==> src/rtl/piso_tx.sv <==
`default_nettype none
// ============================================================================
//  Module   : piso_tx
//  Purpose  : Parallel-in / serial-out transmitter with valid/ready on both
//             sides. Words are sent MSB-first. Back-to-back frames run with
//             no idle cycle between them because a new word can be accepted
//             in the same cycle that the final bit of the current frame
//             transfers.
//  Option   : define PISO_TX_PARITY_EN to append one even-parity bit
//             (state PARITY) after the data bits. The frame then becomes
//             width_p+1 bits long.
//  Revision : 1.0  initial release
// ============================================================================
module piso_tx #(
    parameter int width_p = 5
) (
    input  logic               clk_i,
    input  logic               reset_i,
    input  logic               valid_i,
    input  logic [width_p-1:0] data_i,
    output logic               ready_o,
    output logic               serial_o,
    output logic               serial_valid_o,
    input  logic               serial_ready_i,
    output logic               last_o
);

    // Counter only needs to reach width_p-1 (width_p >= 2 keeps this >= 1 bit)
    localparam int                       c_cnt_w = $clog2(width_p);
    localparam logic [c_cnt_w-1:0]       c_last  = c_cnt_w'(width_p - 1);
`ifndef PISO_TX_PARITY_EN
    localparam logic [c_cnt_w-1:0]       c_pre_last = c_cnt_w'(width_p - 2);
`endif

`ifdef PISO_TX_PARITY_EN
    typedef enum logic [1:0] {
        IDLE   = 2'd0,
        SEND   = 2'd1,
        PARITY = 2'd2
    } state_t;
`else
    typedef enum logic [0:0] {
        IDLE = 1'b0,
        SEND = 1'b1
    } state_t;
`endif

    state_t               r_state;
    logic [width_p-1:0]   r_shift;
    logic [c_cnt_w-1:0]   r_cnt;
    logic                 r_valid;   // registered serial_valid_o
    logic                 r_last;    // registered last_o
`ifdef PISO_TX_PARITY_EN
    logic                 r_parity;
`endif

    logic                 w_accept;
    logic                 w_xfer;

    // Handshake decode. Reset gates ready_o so nothing is offered while held
    // in reset, even though the state registers already read IDLE.
    always_comb begin
        ready_o  = ~reset_i & (~r_valid | (r_last & serial_ready_i));
        w_accept = valid_i & ready_o;
        w_xfer   = r_valid & serial_ready_i;
    end

    // Output drive: every output is a register or a gated register bit
    always_comb begin
        serial_valid_o = r_valid;
        last_o         = r_last;
`ifdef PISO_TX_PARITY_EN
        serial_o = r_valid & ((r_state == PARITY) ? r_parity : r_shift[width_p-1]);
`else
        serial_o = r_valid & r_shift[width_p-1];
`endif
    end

    // Frame sequencer: acceptance has priority (it can only coincide with the
    // final-bit transfer or IDLE); otherwise advance on each bit transfer.
    always_ff @(posedge clk_i or posedge reset_i) begin
        if (reset_i) begin
            r_state  <= IDLE;
            r_shift  <= '0;
            r_cnt    <= '0;
            r_valid  <= 1'b0;
            r_last   <= 1'b0;
`ifdef PISO_TX_PARITY_EN
            r_parity <= 1'b0;
`endif
        end else if (w_accept) begin
            r_state  <= SEND;
            r_shift  <= data_i;
            r_cnt    <= '0;
            r_valid  <= 1'b1;
            r_last   <= 1'b0;
`ifdef PISO_TX_PARITY_EN
            r_parity <= ^data_i;
`endif
        end else if (w_xfer) begin
            case (r_state)
                SEND: begin
                    r_shift <= {r_shift[width_p-2:0], 1'b0};
                    r_cnt   <= r_cnt + c_cnt_w'(1);
                    if (r_cnt == c_last) begin
`ifdef PISO_TX_PARITY_EN
                        // Data done, parity bit is the final bit of the frame
                        r_state <= PARITY;
                        r_last  <= 1'b1;
`else
                        r_state <= IDLE;
                        r_valid <= 1'b0;
                        r_last  <= 1'b0;
`endif
                    end else begin
`ifndef PISO_TX_PARITY_EN
                        r_last  <= (r_cnt == c_pre_last);
`endif
                    end
                end
`ifdef PISO_TX_PARITY_EN
                PARITY: begin
                    r_state <= IDLE;
                    r_valid <= 1'b0;
                    r_last  <= 1'b0;
                end
`endif
                default: begin
                    r_state <= IDLE;
                    r_valid <= 1'b0;
                    r_last  <= 1'b0;
                end
            endcase
        end
    end

endmodule
`default_nettype wire

==> config.mk <==
export PLATFORM = sky130hd
export DESIGN_NAME = piso_tx
export DESIGN_NICKNAME = d
export VERILOG_FILES = /design/src/rtl/piso_tx.sv
export SDC_FILE = /design/constraint.sdc
export NUM_CORES = 1
export LEC_CHECK = 0
export ABC_AREA = 1
export CAP_MARGIN = 20
export CORE_MARGIN = 2
export CORE_UTILIZATION = 43
export CTS_BUF_LIST = sky130_fd_sc_hd__clkbuf_16
export CTS_CLUSTER_SIZE = 12
export DETAILED_ROUTE_END_ITERATION = 7
export GPL_ROUTABILITY_DRIVEN = 0
export HOLD_SLACK_MARGIN = 0.02
export PLACE_DENSITY = 0.77
export SLEW_MARGIN = 20
export SYNTH_ARGS = -nofsm -noshare
export SYNTH_HDL_FRONTEND = slang
export SYNTH_SLANG_ARGS = --single-unit
==> constraint.sdc <==
create_clock -name clk_i -period 1.3 [get_ports clk_i]
set_clock_uncertainty 0.15 [all_clocks]
set_input_delay 0.325 -clock clk_i [delete_from_list [all_inputs] [get_ports clk_i]]
set_output_delay 0.325 -clock clk_i [all_outputs]
set_load 0.005 [all_outputs]
# == Word-level counts from Yosys, hierarchy flattened ==
# Cells that the tools add are included.
# classes
multipliers,0
n_eq_ne,3
n_addsub,1
shift,0
reduce_logical,4
n_bitwise,8
n_div,0
n_lt_le_gt_ge,0
mux,18
# ops
operator,count
5-bit two-way mux,3
1-bit two-way mux,12
3-bit two-way mux,3
1-bit bitwise AND,5
2-bit AND reduction,2
2-bit nonzero test,2
3-bit by 1-bit adder with 3-bit output (second input constant),1
3-bit by 2-bit equality test with 1-bit output (second input constant),1
3-bit equality test (second input constant),1
3-bit by 1-bit inequality test with 1-bit output (second input constant),1
1-bit NOT,2
1-bit bitwise OR,1
# word_totals
mem_bits_ro,0
n_memories,0
elab_cells,39
latchBits,0
input_bits,9
output_inout_bits,4
ram_bits,0
regBits,11

# == Longest topological paths before layout ==
# depth
depth_word,6
depth_mapped,7
mapped_depth_nobuf,6

# == Worst setup path after synthesis ==
# Ideal clock, no wire load.
# synth_timing
kind,input to register
startpoint,in reset_i
endpoint,reg r_shift[4]
arrival_time_ns,1.030
required_time_ns,1.024
setup_slack_ns,-0.006
path_stages,5
n_path_buf,1
setup_ns,0.126
cell_sequence,inv_1 -> nand3_2 -> buf_6 -> nand2_1 -> nand3_1
# synth_via
elab_chain_len,5
word_cells_on_any_way,7
classes_between,mux: 1; bitwise: 3; reduce/logical: 3
# synth_rtl
item,line,rtl
start: declaration,18,"input logic reset_i,"
1-bit NOT (*),63,ready_o = ~reset_i & (~r_valid | (r_last & serial_ready_i));
1-bit bitwise AND (*),63,
1-bit bitwise AND (*),64,w_accept = valid_i & ready_o;
2-bit nonzero test (no source line),n/a,
2-bit AND reduction (no source line),n/a,
end signal: assignment,93,r_shift <= data_i;
end signal: assignment,103,"r_shift <= {r_shift[width_p-2:0], 1'b0};"
end: declaration,49,logic [width_p-1:0] r_shift;
# Mark *: on every way between the ends. The rest lies on a longest branch, timed or not.
# A chain may end at the register's enable or synchronous reset.

# == Final worst setup path ==
# layout_timing
startpoint,"reg r_last, in the netlist last_o"
endpoint,out ready_o
# layout_via
elab_chain_len,3
# layout_rtl
item,line,rtl
start: declaration,52,logic r_last;
start signal: assignment,117,r_last <= (r_cnt == c_pre_last);
1-bit bitwise AND,63,
1-bit bitwise OR,63,
1-bit bitwise AND,63,
end: declaration,21,"output logic ready_o,"
# No other way between the ends.

==> impl_metrics.ini <==
[status]
status = finished, violations left
violations = negative setup slack

[route]
viasPerCell = 5.08
drc = 0
wl_mm = 1.62
detail-route-antenna-nets = 0
drt_iter0_drc = 6
drtPass1Iterations = 4
wire_per_inst_um = 13.4
vias = 615

[setup_path]
reg2reg_slack_ns = -0.08
rr_worst_depth = 7
slowest_stage = dfrtp_1
r2r-start = serial_valid_o$_DFFE_PP0P_
cp-end-kind = output pin
cp_num_buf_inv = 2
cp_top_family = flip-flops
cp.required_ns = 0.82
critPathKind = reg -> out
cp-start-kind = register
r2r_end = r_shift[3]$_DFFE_PP0P_
critPathMaxStageDelay_ns = 0.39
path_cells = nand2_1 > nand2_4 > nand2_2 > inv_2 > buf_6
crit_arrival_ns = 0.99
critPathMaxFanout = 2

[clock_tree]
cts_hold_buf = 0
clock-sinks = 11
h-tree-depth = 1
cts_root_buf = clkbuf_16
cts_buffers = 3
clk_pin_slew_ns = 0.04
cts.path.max_buffers = 2
cts_tree = built
clock_latency_ns = 0.24

[global_route]
grt_max_degree = 14
antenna_found_initial = 0
grt_pass1_vias = 679
track_usage_pct = 21.6
grt_first_pass_wirelength_mm = 2.82
grt_overflow = 0

[timing]
hold_viol_final = 0
period_minus_slack_ns = 1.47
rsz0062_at_grt = yes
setup_violations = 9
timing.hold.ws_ns = 0.107
slew_headroom_pct = 76.0
worst_slack_ns = -0.166
final_max_slew_viol_count = 0
fin_crit_sh_pct = 113
max_freq_mhz = 682
max_slew.worst_pin.slew_ns = 0.360

[power_and_ir_drop]
vdd_drop_max_v = 0.00153
comb_power_share_pct = 45.6
seq_power_share_pct = 28.9
p_int_mw = 1.42
p_clk_share_pct = 25.5
power_mw = 2.22
switching_power_uw = 806
power_density_nw_per_um2 = 2280
leakagePower_nw = 0.509
switching_share_pct = 36.3

[logic_synthesis]
synth-seq-cells = 11
synth_top_area_cell = dfrtp_1
ys_seq_area_share_pct = 44.4
yosys_warnings = 0
syn-instance-count = 80
syn-num-nets = 92
synth.top_cell.area_share_pct = 44.4
syn_avg_cell_area_um2 = 7.76
yosysUniqueCellTypes = 17
synth_area_leaders = dfrtp_1 44%, nand2_1 13%, inv_1 7.3%
synthesis.area_um2 = 621

[finish]
num_antenna_cells = 0
nNetsFinal = 119
layout-drive-gt1-share_pct = 30.2
area_growth_pct = 57.3

[die]
chipWidth_um = 42.0
initial_utilization_pct = 47.1
rows = 13
die_area_um2 = 1760
ios = 13
core-area_um2 = 1320
dieHeight_um = 42.0

[flow_run]
drv_cap = 0

[place]
hpwl_um = 853
port_buffers = 12

[worst_hold_path]
hp-class = in -> async
==> metal layers <==
metal	track usage [%]	part of all wire, %
met1	25.1	41
met2	33.1	50
met3	6.03	3.8
met4	17.4	5.0
met5	0	0
==> power groups by stage <==
stage | clock (mW) | combinational, mW | sequential (mW)
after floorplan | 0 | 0.512 | 0.587
after global placement | 0 | 0.755 | 0.603
after detailed placement | 0 | 0.781 | 0.613
after CTS | 0.559 | 0.913 | 0.618
after global routing | 0.582 | 1.16 | 0.662
final | 0.566 | 1.01 | 0.642
==> registers in the layout (all words and copies together), names as in the netlist <==
signal and flops:
serial_valid_o 1, r_state 1, r_cnt 3, r_shift 5
last_o 1
==> tightest hold or removal path: stages <==
cell and delay, ns:
dlygate4sd2_1 0.25, clkinvlp_4 0.09, buf_6 0.17
==> how the worst max path moves through the flow <==
| stage | from | endpoint | slack, ns | depth (start not counted) |
|---|---|---|---|---|
| floorplan | r_cnt[0]$_DFFE_PP0P_ | r_cnt[2]$_DFFE_PP0P_ | 0.04 | 5 |
| detailed placement | serial_ready_i | ready_o | -0.67 | 6 |
| finish | last_o$_DFFE_PP0P_ | ready_o | -0.17 | 5 |
| CTS | serial_valid_o$_DFFE_PP0P_ | ready_o | -0.15 | 5 |
| global route | serial_valid_o$_DFFE_PP0P_ | ready_o | -0.21 | 5 |
| global placement | serial_ready_i | ready_o | -0.66 | 6 |
==> through the flow <==
step	cell area, um^2	setup TNS [ns]	util (%)	setup WS [ns]	instances
after global placement	796	-6.09	60.4	-0.659	112
after detailed placement	796	-6.45	60.4	-0.673	112
after floorplan	624	0	-	0.0421	80
after global routing	976	-1.51	74.1	-0.207	121
after CTS	946	-0.494	71.8	-0.154	122
final	976	-0.581	74.1	-0.166	121
==> cell usage after synthesis <==
cell	n
and2_1	1
nand2_2	1
nand3_1	4
a21oi_1	1
nand3_2	2
nor2_1	11
ha_1	3
clkbuf_2	1
xor2_1	1
inv_1	12
o21ai_1	2
o21ai_0	2
dfrtp_1	11
clkinv_1	1
nand2_1	21
buf_6	2
nand4_1	4
==> placed cells by master (no fill, tap or decap) <==
master,synthesis,layout
a21oi_1,1,1
and2_4,0,1
buf_2,0,1
buf_4,0,7
buf_6,2,7
clkbuf_16,0,3
clkdlybuf4s50_1,0,6
clkinv_2,0,1
clkinvlp_4,0,1
dfrtp_1,11,11
dlygate4sd2_1,0,3
ha_1,3,1
ha_2,0,2
inv_1,12,11
inv_2,0,1
nand2_1,21,19
nand2_2,1,2
nand2_4,0,1
nand3_1,4,4
nand3_4,0,3
nand4_1,4,4
nor2_1,11,11
o21ai_1,2,2
o21ai_2,0,2
xor2_1,1,1
==> area by class of cell <==
class	count	area (um^2)
fillers	98	342
multi-input cells	54	327
flip-flops and latches	11	275
repair buffers	24	223
clock buffers	3	75.1
inverters	13	53.8
well taps	15	18.8
clock inverters	1	3.75
==> logic make-up after synthesis <==
| group | count (synthesis) | share of synthesized area (%) |
|---|---|---|
| simple gates | 44 | 31.9 |
| buf+inv | 16 | 12.3 |
| flops | 11 | 44.4 |
| compound gates | 5 | 4.03 |
| fa+ha+maj | 3 | 6.05 |
| xor+xnor | 1 | 1.41 |
==> repair_timing <==
action,CTS,global route
endpoints found under the setup margin,15,15
buffers inserted,5,0
pin swaps,2,1
cloned,2,0
gates resized for setup,25,14
No activity file was read; power rests on OpenSTA's default activity.
